File: config.mk
export PLATFORM = sky130hd
export DESIGN_NAME = qblock_arbiter
export DESIGN_NICKNAME = d
export VERILOG_FILES = /design/src/rtl/game_pkg.sv /design/src/rtl/qblock_tick_gen.sv /design/src/rtl/qblock_arbiter.sv
export SDC_FILE = /design/constraint.sdc
export NUM_CORES = 1
export LEC_CHECK = 0
export CORE_ASPECT_RATIO = 1.25
export CORE_MARGIN = 3
export CORE_UTILIZATION = 53
export CTS_CLUSTER_DIAMETER = 80
export DETAILED_ROUTE_END_ITERATION = 8
export PLACE_DENSITY_LB_ADDON = 0.08
export SETUP_SLACK_MARGIN = 0.2
export SLEW_MARGIN = 30
export SYNTH_ARGS = -nofsm -noshare
export SYNTH_HDL_FRONTEND = slang
export SYNTH_HIERARCHICAL = 1
export SYNTH_SLANG_ARGS = --single-unit
export TNS_END_PERCENT = 20
File: constraint.sdc
create_clock -name i_clk -period 2.7 [get_ports i_clk]
set_clock_uncertainty 0.15 [all_clocks]
set_input_delay 0.675 -clock i_clk [delete_from_list [all_inputs] [get_ports i_clk]]
set_output_delay 0.675 -clock i_clk [all_outputs]
set_load 0.05 [all_outputs]
File: src/rtl/game_pkg.sv
// Shared game constants and types for the race-track blocks.
package game_pkg;

    localparam int CLK_HZ = 50_000_000;

    localparam int QBLOCK_NUM       = 4;
    localparam int QBLOCK_IDX_WIDTH = 2;

    localparam int QBLOCK_REGENERATE_INTERVAL       = 10;
    localparam int QBLOCK_REGENERATE_INTERVAL_WIDTH = 4;

    typedef enum logic {
        QBLOCK_PRESENT,
        QBLOCK_RESPAWN
    } QblockState;

endpackage

File: src/rtl/qblock_tick_gen.sv
// One-second tick prescaler; held at zero while the race is stopped.
module qblock_tick_gen
    import game_pkg::*;
#(
    parameter int CLK_HZ = game_pkg::CLK_HZ
) (
    input  logic i_clk,
    input  logic i_rst,
    input  logic i_enable,
    output logic o_tick
);

    localparam int CNT_W = (CLK_HZ > 1) ? $clog2(CLK_HZ) : 1;
    localparam logic [CNT_W-1:0] TERM = CNT_W'(CLK_HZ - 1);

    logic [CNT_W-1:0] cnt;

    always_ff @(posedge i_clk or posedge i_rst) begin
        if (i_rst) begin
            cnt <= '0;
        end else if (!i_enable || cnt == TERM) begin
            cnt <= '0;
        end else begin
            cnt <= cnt + 1'b1;
        end
    end

    assign o_tick = i_enable && (cnt == TERM);

endmodule

File: src/rtl/qblock_arbiter.sv
// Grants each ?-block pickup to one car, hides it, and regenerates it
// after REGEN_S ticks. Same-block contention alternates between cars.
module qblock_arbiter
    import game_pkg::*;
#(
    parameter int CLK_HZ     = game_pkg::CLK_HZ,
    parameter int QBLOCK_NUM = game_pkg::QBLOCK_NUM,
    parameter int REGEN_S    = QBLOCK_REGENERATE_INTERVAL
) (
    input  logic                        i_clk,
    input  logic                        i_rst,
    input  logic                        i_game_run,
    input  logic [QBLOCK_NUM-1:0]       i_car1_hit,
    input  logic [QBLOCK_NUM-1:0]       i_car2_hit,
    output logic [QBLOCK_NUM-1:0]       o_qblock_visible,
    output logic                        o_car1_grant,
    output logic [QBLOCK_IDX_WIDTH-1:0] o_car1_grant_idx,
    output logic                        o_car2_grant,
    output logic [QBLOCK_IDX_WIDTH-1:0] o_car2_grant_idx
);

    localparam int CW = QBLOCK_REGENERATE_INTERVAL_WIDTH;
    localparam logic [CW-1:0] REGEN_V = CW'(REGEN_S);

    QblockState state      [QBLOCK_NUM];
    QblockState state_next [QBLOCK_NUM];
    logic [CW-1:0] cnt      [QBLOCK_NUM];
    logic [CW-1:0] cnt_next [QBLOCK_NUM];

    logic prio, prio_next;
    logic grant1, grant1_next, grant2, grant2_next;
    logic [QBLOCK_IDX_WIDTH-1:0] idx1, idx1_next, idx2, idx2_next;

    logic [QBLOCK_NUM-1:0] elig1, elig2;
    logic found1, found2, take1, take2;
    logic [QBLOCK_IDX_WIDTH-1:0] sel1, sel2;
    logic tick;

    qblock_tick_gen #(.CLK_HZ(CLK_HZ)) u_tick_gen (
        .i_clk    (i_clk),
        .i_rst    (i_rst),
        .i_enable (i_game_run),
        .o_tick   (tick)
    );

    always_ff @(posedge i_clk or posedge i_rst) begin
        if (i_rst) begin
            for (int k = 0; k < QBLOCK_NUM; k++) begin
                state[k] <= QBLOCK_PRESENT;
                cnt[k]   <= '0;
            end
            prio   <= 1'b0;
            grant1 <= 1'b0;
            grant2 <= 1'b0;
            idx1   <= '0;
            idx2   <= '0;
        end else begin
            for (int k = 0; k < QBLOCK_NUM; k++) begin
                state[k] <= state_next[k];
                cnt[k]   <= cnt_next[k];
            end
            prio   <= prio_next;
            grant1 <= grant1_next;
            grant2 <= grant2_next;
            idx1   <= idx1_next;
            idx2   <= idx2_next;
        end
    end

    always_comb begin
        state_next  = state;
        cnt_next    = cnt;
        prio_next   = prio;
        grant1_next = 1'b0;
        grant2_next = 1'b0;
        idx1_next   = idx1;
        idx2_next   = idx2;
        elig1       = '0;
        elig2       = '0;
        found1      = 1'b0;
        found2      = 1'b0;
        sel1        = '0;
        sel2        = '0;

        for (int k = 0; k < QBLOCK_NUM; k++) begin
            if (i_game_run && state[k] == QBLOCK_PRESENT) begin
                elig1[k] = i_car1_hit[k];
                elig2[k] = i_car2_hit[k];
            end
        end

        // Descending scan leaves the lowest eligible index selected.
        for (int k = QBLOCK_NUM - 1; k >= 0; k--) begin
            if (elig1[k]) begin
                found1 = 1'b1;
                sel1   = QBLOCK_IDX_WIDTH'(k);
            end
            if (elig2[k]) begin
                found2 = 1'b1;
                sel2   = QBLOCK_IDX_WIDTH'(k);
            end
        end

        take1 = found1;
        take2 = found2;
        if (found1 && found2 && sel1 == sel2) begin
            if (prio) take1 = 1'b0;
            else      take2 = 1'b0;
            prio_next = ~prio;
        end

        if (tick) begin
            for (int k = 0; k < QBLOCK_NUM; k++) begin
                if (state[k] == QBLOCK_RESPAWN) begin
                    if (cnt[k] == CW'(1)) begin
                        state_next[k] = QBLOCK_PRESENT;
                        cnt_next[k]   = '0;
                    end else begin
                        cnt_next[k] = cnt[k] - 1'b1;
                    end
                end
            end
        end

        // A fresh pickup overrides any decrement from a coincident tick.
        if (take1) begin
            state_next[sel1] = QBLOCK_RESPAWN;
            cnt_next[sel1]   = REGEN_V;
            grant1_next      = 1'b1;
            idx1_next        = sel1;
        end
        if (take2) begin
            state_next[sel2] = QBLOCK_RESPAWN;
            cnt_next[sel2]   = REGEN_V;
            grant2_next      = 1'b1;
            idx2_next        = sel2;
        end

        if (!i_game_run) begin
            for (int k = 0; k < QBLOCK_NUM; k++) begin
                state_next[k] = QBLOCK_PRESENT;
                cnt_next[k]   = '0;
            end
            prio_next   = 1'b0;
            grant1_next = 1'b0;
            grant2_next = 1'b0;
        end
    end

    always_comb begin
        o_qblock_visible = '0;
        for (int k = 0; k < QBLOCK_NUM; k++) begin
            o_qblock_visible[k] = (state[k] == QBLOCK_PRESENT);
        end
    end

    assign o_car1_grant     = grant1;
    assign o_car1_grant_idx = idx1;
    assign o_car2_grant     = grant2;
    assign o_car2_grant_idx = idx2;

endmodule

Yosys cells after proc, flatten, opt, wreduce, memory -nomap -nowiden
Index checks and enable logic that the tools add are counted.
{"block": "op_classes", "n_addsub": 5, "order_cmp": 4, "n_eq_ne": 7, "muxes": 67, "n_bitwise": 15, "n_reduce_logical": 11}
{"op": "16-bit 2-to-1 mux", "count": 4}
{"op": "4-bit 2-to-1 mux", "count": 14}
{"op": "1-bit 2-to-1 mux", "count": 36}
{"op": "26-bit by 1-bit adder with 26-bit output (second input constant)", "count": 1}
{"op": "26-bit == test (second input constant)", "count": 1}
{"op": "26-bit 2-to-1 mux", "count": 1}
{"op": "8-bit AND", "count": 2}
{"op": "4-bit demux with 2-bit select", "count": 2}
{"op": "4-bit by 1-bit == test with 1-bit output (second input constant)", "count": 4}
{"op": "2-bit 2-to-1 mux", "count": 8}
{"op": "8-bit NOT", "count": 2}
{"op": "8-bit bitwise OR", "count": 2}
{"op": "4-bit by 1-bit subtractor with 4-bit output (second input constant)", "count": 4}
{"op": "1-bit logical AND", "count": 9}
{"op": "4-bit bitwise OR", "count": 2}
{"op": "3-bit greater-or-equal comparator (second input constant)", "count": 2}
{"op": "3-bit by 1-bit less-than comparator with 1-bit output (second input constant)", "count": 2}
{"op": "2-bit NOT with 3-bit output", "count": 2}
{"op": "1-bit NOT", "count": 5}
{"op": "1-bit demux with 2-bit select", "count": 2}
{"op": "2-bit == test", "count": 1}
{"op": "2-bit by 1-bit != test with 1-bit output (second input constant)", "count": 1}
{"op": "1-bit zero test", "count": 1}
{"op": "1-bit logical OR", "count": 1}
{"block": "totals", "regBits": 53, "inputBits": 11, "out_inout_bits": 10, "wordCells": 123}

Logic depth before layout (Yosys ltp)
Gate-level depths: netlist of the first run.
{"block": "logic_depth", "word_depth": 18, "depth_mapped": 11, "mapped_depth_nobuf": 10}

By module
The synthesis of the first run kept the hierarchy.
{"mod": "qblock_arbiter", "n_inst": 1, "cells_per_inst": 190, "area_each_um2": 1662.8, "seq_area_each_um2": 675.6}
{"mod": "qblock_tick_gen", "n_inst": 1, "cells_per_inst": 159, "area_each_um2": 1505.2, "seq_area_each_um2": 650.6}

Worst setup path after synthesis of the first run
Ideal clock, no wire load.
{"block": "synth_path", "kind": "reg-to-reg", "from": "register u_tick_gen.cnt[0]", "to": "register, netlist name cnt[11]", "setup_time_ns": 0.078, "arrival_time_ns": 2.450, "required_ns": 2.472, "setup_slack_ns": 0.022, "path_stages_with_launch": 12, "n_path_buf": 1, "period_less_slack_ns": 2.678, "cell_sequence": "dfrtp_1 > ha_1 > nor4bb_1 > nand2_1 > nor4_1 > and2_1 > buf_2 > nand2_1 > or4_1 > nor3_1 > a21oi_1 > a21oi_1"}
{"element": "from (decl)", "line_no": "qblock_tick_gen.sv:16", "source": "logic [CNT_W-1:0] cnt;"}
{"element": "from (signal assigned)", "line_no": "qblock_tick_gen.sv:24", "source": "cnt <= cnt + 1'b1;"}

Final worst setup path of the first run
{"block": "layout_path", "from": "register state[2] (netlist name)", "to": "output o_qblock_visible[1]"}
{"block": "layout_via", "elab_chain_cells": 1}
{"element": "from (decl)", "line_no": "qblock_arbiter.sv:25", "source": "QblockState state [QBLOCK_NUM];"}
{"element": "from (signal, indexed assignment)", "line_no": "qblock_arbiter.sv:59", "source": "state[k] <= state_next[k];"}
{"element": "1-bit NOT", "line_no": "qblock_arbiter.sv:153", "source": "o_qblock_visible[k] = (state[k] == QBLOCK_PRESENT);"}
{"element": "to (decl)", "line_no": "qblock_arbiter.sv:15", "source": "output logic [QBLOCK_NUM-1:0] o_qblock_visible,"}
No other way between the ends.

==> run_results.csv, run 1 <==
group,metric,value,unit
timing,tightestPinTransition,503,ps
power_and_ir_drop,clockPowerShare,31.7,%
timing,fin_setup_tns,0,ps
final_layout,fin_util,69.4,%
critical_path,critical_path.cell_chain,"inv_1 > clkdlybuf4s50_1",
logic_synthesis,synth_area,3170,sq um
critical_path,max_stage_delay,790,ps
power_and_ir_drop,cell_internal_pwr,1.27,mW
critical_path,cp.arrival,1610,ps
final_layout,area_delta_synth_final,22.5,%
final_layout,regArea,1330,sq um
route,vias_per_cell,6.01,
critical_path,cp-start-kind,"flop",
grt,antenna_found_initial,0,
cts,cts.sinks,53,
grt,grt_usage,23.2,%
grt,grt_first_pass_wirelength,12700,um
grt,use_met2,40.6,%
die,dieWidth,75.2,um
place,place_congestion,0.962,
route,wl_per_cell,16.2,um
cts,cts_tree,"yes",
critical_path,endpoint_kind,"primary output",
place,dpl-instance-area,3660,sq um
grt,met3_usage,3.37,%
power_and_ir_drop,pwr-share-comb,19.7,%
critical_path,path_delay_family,"buffers and inverters",
logic_synthesis,yosys_warnings,6,
critical_path,critPathSlowestCell,"clkdlybuf4s50_1",
route,drt-initial-drc-count,140,
cts,clkTransAtPathRegs,100,ps
critical_path,cp_num_buf_inv,2,
logic_synthesis,yosysUniqueCellTypes,61,
power_and_ir_drop,p_per_area,459,nW/um^2
logic_synthesis,synthFlopType,"dfrtp_1",
cts,clk_latency,310,ps
timing,slew_headroom,66.4,%
critical_path,path_max_fanout,6,
die,placementRows,30,
cts,holdBufCountCts,0,
grt,grt_max_degree,28,
power_and_ir_drop,power.switching,0.512,mW
logic_synthesis,synth_cells,349,
final_layout,antenna_cells,0,
route,drc,0,
grt,busiest_layer,"met2",
cts,clockRootBuffer,"clkbuf_8",
timing,hold_viol,0,
route,vias,2833,
final_layout,multiInputGateArea,1770,sq um
logic_synthesis,synth-seq-cells,53,
hold_path,min_path_type,"reg -> reg",
power_and_ir_drop,vdd_drop_max,0.000249,V
timing,drv_slew,0,
die,boundaryPins,21,
timing,fin_crit_sh,90.3,%
power_and_ir_drop,p_total,1.78,mW
grt,met1_usage,28.9,%
die,initial_core_util,56.6,%
place,post-dp-hpwl,5440,um
die,fp.coreArea,5590,sq um
critical_path,required,1880,ps
final_layout,final_design_area_no_fill,3880,sq um
timing,setup_viol,0,
critical_path,worst-setup-path-type,"reg -> out",
timing,min_period,2440,ps
timing,fin_ws,262,ps
die,die_h,92.4,um
flow_run,drv_cap,0,
route,wl,7640,um
final_layout,drive_gt1_share,17.9,%
logic_synthesis,synth_async_sr_flop_share,100,%
status,run_status,"completed",
grt,grt_pass1_vias,2730,
cts,cts-htree-levels,2,
place,portBuffers,20,
route,first_pass_iters,4,
timing,fmaxAchievable,410,MHz
logic_synthesis,syn_nets,370,
timing,rsz0062_at_grt,"yes",
cts,numCtsBuffers,5,
route,ant_nets,0,
die,dieArea,6950,sq um
cts,clk_path_buf_depth,2,
final_layout,final_nets,427,
power_and_ir_drop,seqPwrFrac,48.6,%
final_layout,nFillCells,450,
logic_synthesis,seq_area_frac_synth,41.9,%
power_and_ir_drop,leakage,1.65,nW
logic_synthesis,postSynthAreaPerCell,9.08,sq um
place,pre_cts_ws,22.1,ps
logic_synthesis,synth-edff-count,0,
grt,overflow,0,
power_and_ir_drop,netSwitchingFraction,28.7,%
[per-layer routing]
metal  vias up  share of wire [%]
met1      1365                 41
li1       1392                  -
met4         0                1.5
met2        66                 53
met5         -                  0
met3        10                4.0
[layout by cell type (no fill, tap or decap), types with 3 or more instances in the layout]
master           synthesis  layout
nand2_1                 30      30
or4_4                    2       3
and2_1                   5       4
or3_1                    3       3
clkbuf_8                 0       6
nand2b_1                 7       7
nand4_1                  6       6
ha_1                    10       9
xnor2_1                 10      10
nor4_1                   7       6
o21ai_1                  3       3
nor3_1                  15      13
dfrtp_1                 53      51
and4_1                   4       3
o31ai_1                  8       8
or4_1                   11      10
nand3_1                 20      20
a2bb2oi_1                3       3
xor2_1                   4       4
inv_1                   19      19
nor2_1                  21      21
a21oi_1                 34      34
clkdlybuf4s50_1          0      18
o21ai_0                  9       9
a21o_1                   3       3
buf_4                    2      41
nor2b_1                 10      10
[tightest hold or removal path, stage by stage, from the launching register on]
cell and delay, ps:
dfrtp_1 390, inv_1 50, a21oi_1 50
[final cells by class]
cell class / instances / area share [%]
tap: 64 / 2.06
sequential: 53 / 34.2
inverter: 20 / 1.93
clock inverter: 1 / 0.774
clock buffer: 7 / 2.22
timing repair buffer: 61 / 13.1
multi-input combinational: 265 / 45.6
[final timing paths]
path                                           from                  end  slack [ps]  depth (start not counted)
min in group asynchronous                     i_rst    u_tick_gen/cnt[7]         620                          3
worst min-delay path            o_car1_grant_idx[1]  o_car1_grant_idx[1]         370                          2
worst max register to register   u_tick_gen/cnt[15]              cnt[11]         350                          9
max in group asynchronous                     i_rst   u_tick_gen/cnt[23]        1500                          3
worst min register to register  o_car1_grant_idx[1]  o_car1_grant_idx[1]         370                          2
worst max-delay path                       state[2]  o_qblock_visible[1]         260                          2
[registers in the layout (all words and copies together), names as in the netlist]
register          count
u_tick_gen/cnt       26
cnt                  16
state                 4
o_car1_grant_idx      2
o_car2_grant_idx      2
o_car1_grant          1
o_car2_grant          1
prio                  1
[logic make-up (layout without fill, tap and decap cells)]
kind of cell	count (synthesis)	count (layout)	share of synthesized area, %
simple gates	157	157	28.1
mux	1	1	0.316
compound gates	83	83	17.6
flops	53	53	41.9
buf+inv	31	89	4.30
xor+xnor	14	14	3.87
fa+ha+maj	10	10	3.95
[repair_timing]
| item | 4_1_cts | 5_1_grt |
|---|---|---|
| resized for setup | 6 | 10 |
| pin swaps | 2 | 3 |
| endpoints found under the setup margin | 10 | 13 |
| setup buffers | 1 | 5 |
[metrics by stage]
step / std cells / hold slack (ps)
after global placement: 457 / 360
after global routing: 471 / 403
final: 471 / 374
after CTS: 466 / 380
after detailed placement: 457 / 366
after floorplan: 349 / 356
[synth_stat cells, drive strengths merged (3+ instances only)]
cell,n,area [sq um]
xnor2,10,87.6
nand2b,8,57.6
a31oi,3,25.0
nand3,22,128
buf,7,46.3
a21oi,35,179
a21o,3,22.5
nand2,30,113
o21ai,12,60.1
nor4,7,43.8
nor3b,3,22.5
nor2b,10,62.6
ha,10,125
nand4,7,50.1
and4,4,35.0
nor2,21,78.8
and3,3,20.0
o31ai,8,60.1
xor2,4,35.0
and2,6,37.5
or3,3,18.8
a2bb2oi,3,26.3
dfrtp,53,1330
clkbuf,4,15.0
inv,20,75.1
nor3,15,75.1
or4,13,105
[power groups by stage]
stage,combinational [mW],sequential [mW],clock [mW]
finish,0.351,0.865,0.565
global route,0.382,0.870,0.611
CTS,0.352,0.865,0.580
detailed placement,0.351,0.880,0
global placement,0.348,0.879,0
floorplan,0.173,0.929,0
Power figures use the tool's default switching activity.
==> inputs of run 2 (changes only) <==
Settings changed: CORE_UTILIZATION 53 to 25, GPL_ROUTABILITY_DRIVEN set to 0.
==> run 2 against run 1 <==
Design area is 7.5% higher. Worst setup slack worse by 82 ps. Sequential power is 0.5% higher. Core utilization is 35 points lower. Critical path type is now reg -> reg.
==> run_results.csv, run 2 (synthesis results as in run 1) <==
group,metric,value,unit
status,run_status,"completed",
grt,grt_first_pass_wirelength,14400,um
power_and_ir_drop,seqPwrFrac,43.5,%
route,vias_per_cell,4.86,
cts,clkTransAtPathRegs,70,ps
die,die_h,132,um
power_and_ir_drop,cell_internal_pwr,1.44,mW
timing,min_period,2520,ps
power_and_ir_drop,power.switching,0.559,mW
critical_path,required,2770,ps
power_and_ir_drop,clockPowerShare,38.3,%
route,vias,2850,
grt,antenna_found_initial,0,
timing,slew_headroom,61.5,%
final_layout,area_delta_synth_final,31.7,%
cts,clk_path_buf_depth,2,
place,pre_cts_ws,-78.6,ps
critical_path,reg2reg_setup_slack,180,ps
route,ant_nets,0,
final_layout,mostFrequentLayoutCells,"buf_4, dfrtp_1, a21oi_1",
timing,fin_ws,180,ps
cts,holdBufCountCts,0,
timing,rsz0062_at_grt,"yes",
flow_run,drv_cap,0,
die,dieArea,14100,sq um
final_layout,antenna_cells,0,
route,wl,8780,um
final_layout,nFillCells,1324,
critical_path,path_max_fanout,7,
power_and_ir_drop,p_total,2.00,mW
cts,clockRootBuffer,"clkbuf_16",
power_and_ir_drop,pwr-share-comb,18.1,%
timing,hold_viol,0,
route,drt-initial-drc-count,79,
route,drc,0,
cts,cts_tree,"yes",
critical_path,cp-start-kind,"flop",
final_layout,largestRegisters,"u_tick_gen/cnt: 26 flops, cnt: 16 flops, state: 4 flops",
final_layout,final_nets,443,
timing,tightestPinTransition,577,ps
die,fp.coreArea,12300,sq um
critical_path,cp.arrival,2590,ps
final_layout,regArea,1330,sq um
hold_path,min_path_type,"reg -> reg",
final_layout,layout_commonest_cell,"buf_4",
die,dieWidth,107,um
final_layout,multiInputGateArea,1770,sq um
power_and_ir_drop,p_per_area,478,nW/um^2
critical_path,worst-setup-path-type,"reg -> reg",
cts,cts.sinks,53,
cts,cts-htree-levels,2,
die,initial_core_util,25.8,%
power_and_ir_drop,vdd_drop_max,0.000238,V
timing,fmaxAchievable,397,MHz
grt,overflow,0,
grt,grt_usage,12.8,%
final_layout,fin_util,34.0,%
timing,setup_viol,0,
timing,fin_crit_sh,93.3,%
power_and_ir_drop,netSwitchingFraction,28.0,%
power_and_ir_drop,leakage,1.73,nW
place,post-dp-hpwl,6580,um
timing,drv_slew,0,
die,placementRows,45,
place,portBuffers,20,
cts,clk_latency,300,ps
route,first_pass_iters,4,
grt,grt_max_degree,28,
grt,grt_pass1_vias,2893,
die,boundaryPins,21,
route,wl_per_cell,15.0,um
cts,numCtsBuffers,5,
final_layout,largest_register_ffs,26,
final_layout,drive_gt1_share,20.3,%
final_layout,top_register,"u_tick_gen/cnt",
critical_path,endpoint_kind,"flop",
==> run 2: cell types whose count changed in the layout (fill, tap and decap cells not counted), moves of 2 or more <==
| cell | change |
|---|---|
| buf_4 | +16 |
| clkbuf_16 | +5 |
| clkbuf_8 | -5 |
| dfrtp_1 | +2 |
| dfrtp_2 | -2 |
| nor4_2 | +2 |
| nor4bb_2 | -2 |
==> run 2: area by class of cell <==
| cell class | count | share of cell area (%) |
|---|---|---|
| Clock inverter | 1 | 0.720 |
| Sequential cell | 53 | 31.8 |
| Tap cell | 164 | 4.92 |
| Multi-Input combinational cell | 265 | 42.3 |
| Inverter | 20 | 1.80 |
| Clock buffer | 7 | 3.42 |
| Timing Repair Buffer | 77 | 15.0 |
==> run 2: power by group through the flow <==
stage / sequential (mW) / clock (mW) / combinational (mW)
after floorplan: 0.929 / 0 / 0.173
after global placement: 0.885 / 0 / 0.366
after detailed placement: 0.885 / 0 / 0.365
after CTS: 0.869 / 0.796 / 0.366
after global routing: 0.876 / 0.832 / 0.395
final: 0.869 / 0.765 / 0.362
==> run 2: layer usage <==
metal,vias to the layer above,track usage (%),part of all wire [%]
met5,-,0,0
met4,0,4.62,2.1
met3,15,2.35,3.2
met2,48,23.9,54
met1,1372,14.2,41
li1,1415,-,-
==> run 2: critical path, stage by stage, from the launching register on <==
cell	delay [ps]
dfrtp_1	400
ha_4	150
nor4bb_4	190
nand2_1	130
nor4_2	260
buf_4	150
and2_4	170
nand2_1	70
or4_1	430
nor3_1	150
a21oi_1	70
a21oi_1	130
==> run 2: final timing paths <==
kind / from / end / cells after the start
worst max-delay path: u_tick_gen/cnt[1] / cnt[15] / 11
worst min-delay path: o_car1_grant_idx[1] / o_car1_grant_idx[1] / 2
worst max register to register: u_tick_gen/cnt[1] / cnt[15] / 11
worst min register to register: o_car1_grant_idx[1] / o_car1_grant_idx[1] / 2
max in group asynchronous: i_rst / cnt[9] / 3
min in group asynchronous: i_rst / cnt[7] / 3
==> run 2: what timing repair did <==
action / in CTS / in global routing
resized for setup: 7 / 4
endpoints found under the hold margin: 0 / 0
buffers inserted: 2 / 1
endpoints found under the setup margin: 15 / 14
cloned: 0 / 0
==> run 2: stage by stage <==
stage | cells | setup TNS (ps) | hold WS [ps] | cell area [sq um]
finish | 587 | 0 | 377 | 4170
global route | 587 | 0 | 412 | 4170
CTS | 586 | 0 | 391 | 4150
detailed placement | 576 | -309 | 379 | 3930
global placement | 576 | -229 | 375 | 3930
floorplan | 349 | 0 | 356 | 3190
==> inputs of run 3 (changes only) <==
Settings changed: ABC_AREA set to 1.
==> run 3 against run 2 <==
Total power is 9.2% higher. Sequential cell count stayed put. Hold slack worse by 45 ps. Via count is 5.8% higher. Critical path depth is 9 lower. Largest power group unchanged.
==> run_results.csv, run 3 <==
group,metric,value,unit
place,portBuffers,20,
critical_path,cp-start-kind,"flop",
power_and_ir_drop,clockPowerShare,35.5,%
route,first_pass_iters,4,
timing,min_period,2500,ps
cts,cts_tree,"yes",
cts,cts.sinks,53,
die,boundaryPins,21,
die,placementRows,47,
timing,fmaxAchievable,400,MHz
power_and_ir_drop,p_total,2.18,mW
final_layout,instances_no_fill,707,
grt,grt_usage,12.1,%
grt,antenna_found_initial,0,
logic_synthesis,synth-seq-cells,53,
logic_synthesis,synth-edff-count,0,
final_layout,mostFrequentLayoutCells,"nand2_1, inv_1, nor2_1",
final_layout,area_delta_synth_final,23.3,%
power_and_ir_drop,vdd_drop_max,0.000256,V
die,dieArea,15600,sq um
timing,hold_viol,0,
final_layout,antenna_cells,0,
logic_synthesis,seq_area_frac_synth,37.7,%
timing,fin_setup_tns,0,ps
timing,setup_viol,0,
logic_synthesis,synth_async_sr_flop_share,100,%
logic_synthesis,synth.most_common_cell,"nand2_1",
die,dieWidth,112,um
cts,numCtsBuffers,5,
final_layout,final_design_area_no_fill,4340,sq um
timing,slew_headroom,47.4,%
critical_path,critPathSlowestCell,"clkdlybuf4s50_1",
grt,grt_first_pass_wirelength,15300,um
hold_path,min_path_type,"reg -> reg",
power_and_ir_drop,netSwitchingFraction,31.0,%
logic_synthesis,yosys_warnings,6,
logic_synthesis,yosysUniqueCellTypes,31,
cts,clkTransAtPathRegs,80,ps
timing,tightestPinTransition,785,ps
route,ant_nets,0,
grt,grt_max_degree,28,
critical_path,required,1880,ps
critical_path,cp.arrival,1670,ps
logic_synthesis,syn_nets,498,
cts,clockRootBuffer,"clkbuf_16",
place,place_inst,693,
critical_path,worst-setup-path-type,"reg -> out",
logic_synthesis,synth_area,3520,sq um
power_and_ir_drop,leakage,2.06,nW
critical_path,critical_path.cell_chain,"inv_1 > clkdlybuf4s50_1",
die,die_h,139,um
critical_path,endpoint_kind,"primary output",
final_layout,drive_gt1_share,17.4,%
logic_synthesis,synth.largest_area_cell,"dfrtp_1",
critical_path,max_stage_delay,830,ps
flow_run,drv_cap,0,
die,fp.coreArea,13500,sq um
final_layout,top_register,"u_tick_gen/cnt",
final_layout,layout_commonest_cell,"nand2_1",
die,initial_core_util,26.0,%
grt,grt_pass1_vias,3042,
power_and_ir_drop,p_per_area,502,nW/um^2
logic_synthesis,synth.top_cell.area_share,37.7,%
critical_path,reg2reg_setup_slack,510,ps
power_and_ir_drop,power.switching,0.676,mW
logic_synthesis,postSynthAreaPerCell,7.38,sq um
final_layout,largestRegisters,"u_tick_gen/cnt: 26 flops, cnt: 16 flops, state: 4 flops",
final_layout,largest_register_ffs,26,
cts,clk_latency,300,ps
grt,overflow,0,
cts,cts-htree-levels,2,
timing,fin_ws,200,ps
power_and_ir_drop,cell_internal_pwr,1.50,mW
place,post-dp-hpwl,6840,um
final_layout,final_nets,556,
place,dpl-instance-area,4110,sq um
route,drc,0,
power_and_ir_drop,pwr-share-comb,23.8,%
route,vias_per_cell,4.27,
final_layout,fin_util,32.1,%
cts,clk_path_buf_depth,2,
timing,drv_slew,0,
timing,fin_hold_ws,331,ps
status,run_status,"completed",
logic_synthesis,synthFlopType,"dfrtp_1",
route,wl_per_cell,12.8,um
cts,holdBufCountCts,0,
logic_synthesis,synthTopCellsByCount,"nand2_1, inv_1, nor2_1",
power_and_ir_drop,seqPwrFrac,40.7,%
route,drt-initial-drc-count,60,
logic_synthesis,synth_cells,477,
logic_synthesis,synth_area_leaders,"dfrtp_1, nand2_1, inv_1",
final_layout,nFillCells,1512,
place,pre_cts_ws,-135,ps
route,vias,3016,
route,wl,9030,um
timing,fin_crit_sh,92.6,%
timing,rsz0062_at_grt,"yes",
critical_path,path_max_fanout,4,
[run 3: critical path, delay by kind of cell, from the launching register on]
kind / cells / cell delay (ps)
buffers and inverters: 2 / 980
DFF: 1 / 400
[run 3: cell type report]
cell class                      instances  area (sq um)  share of cell area [%]
Multi-Input combinational cell        341          1840                    42.4
Sequential cell                        53          1330                    30.5
Timing Repair Buffer                   56           492                    11.3
Inverter                               78           293                    6.74
Tap cell                              171           214                    4.93
Clock buffer                            6           139                    3.20
Clock inverter                          2          37.5                   0.864
[run 3: final timing paths]
check / end / cells after the start / from
max in group asynchronous: cnt[12] / 3 / i_rst
hold reg to reg: o_car1_grant_idx[1] / 2 / o_car1_grant_idx[1]
setup / recovery: o_qblock_visible[2] / 2 / state[1]
setup reg to reg: cnt[15] / 13 / u_tick_gen/cnt[0]
min in group asynchronous: u_tick_gen/cnt[8] / 3 / i_rst
hold / removal: o_car1_grant_idx[1] / 2 / o_car1_grant_idx[1]
[run 3: metal layers]
metal / wire length (um) / global-route usage, % / up-vias
met3: 248 / 1.96 / 5
met4: 104 / 3.16 / 0
met2: 4790 / 22.3 / 35
li1: - / - / 1597
met5: 0 / 0 / -
met1: 3880 / 14.3 / 1379
[run 3: cells by family after synthesis]
group	count (synthesis)	share of synthesized area, %
and+or+nand+nor	280	38.4
DFF	53	37.7
buffers and inverters	83	10.2
xor gates and xnor gates	17	4.23
AOI/OAI and AO/OA	34	5.93
adders and majority gates	10	3.55
[run 3: what timing repair did]
action / in CTS / in global routing
setup endpoints to repair: 5 / 21
gates resized for setup: 1 / 4
hold endpoints to repair: 0 / 0
buffers inserted: 0 / 6
pin swaps: 0 / 4
[run 3: power by group through the flow]
stage	Combinational [mW]	Clock, mW	Sequential, mW
2_1_floorplan	0.269	0	0.967
3_3_place_gp	0.516	0	0.902
3_5_place_dp	0.514	0	0.902
4_1_cts	0.515	0.812	0.887
5_1_grt	0.574	0.838	0.895
6_report	0.519	0.774	0.886
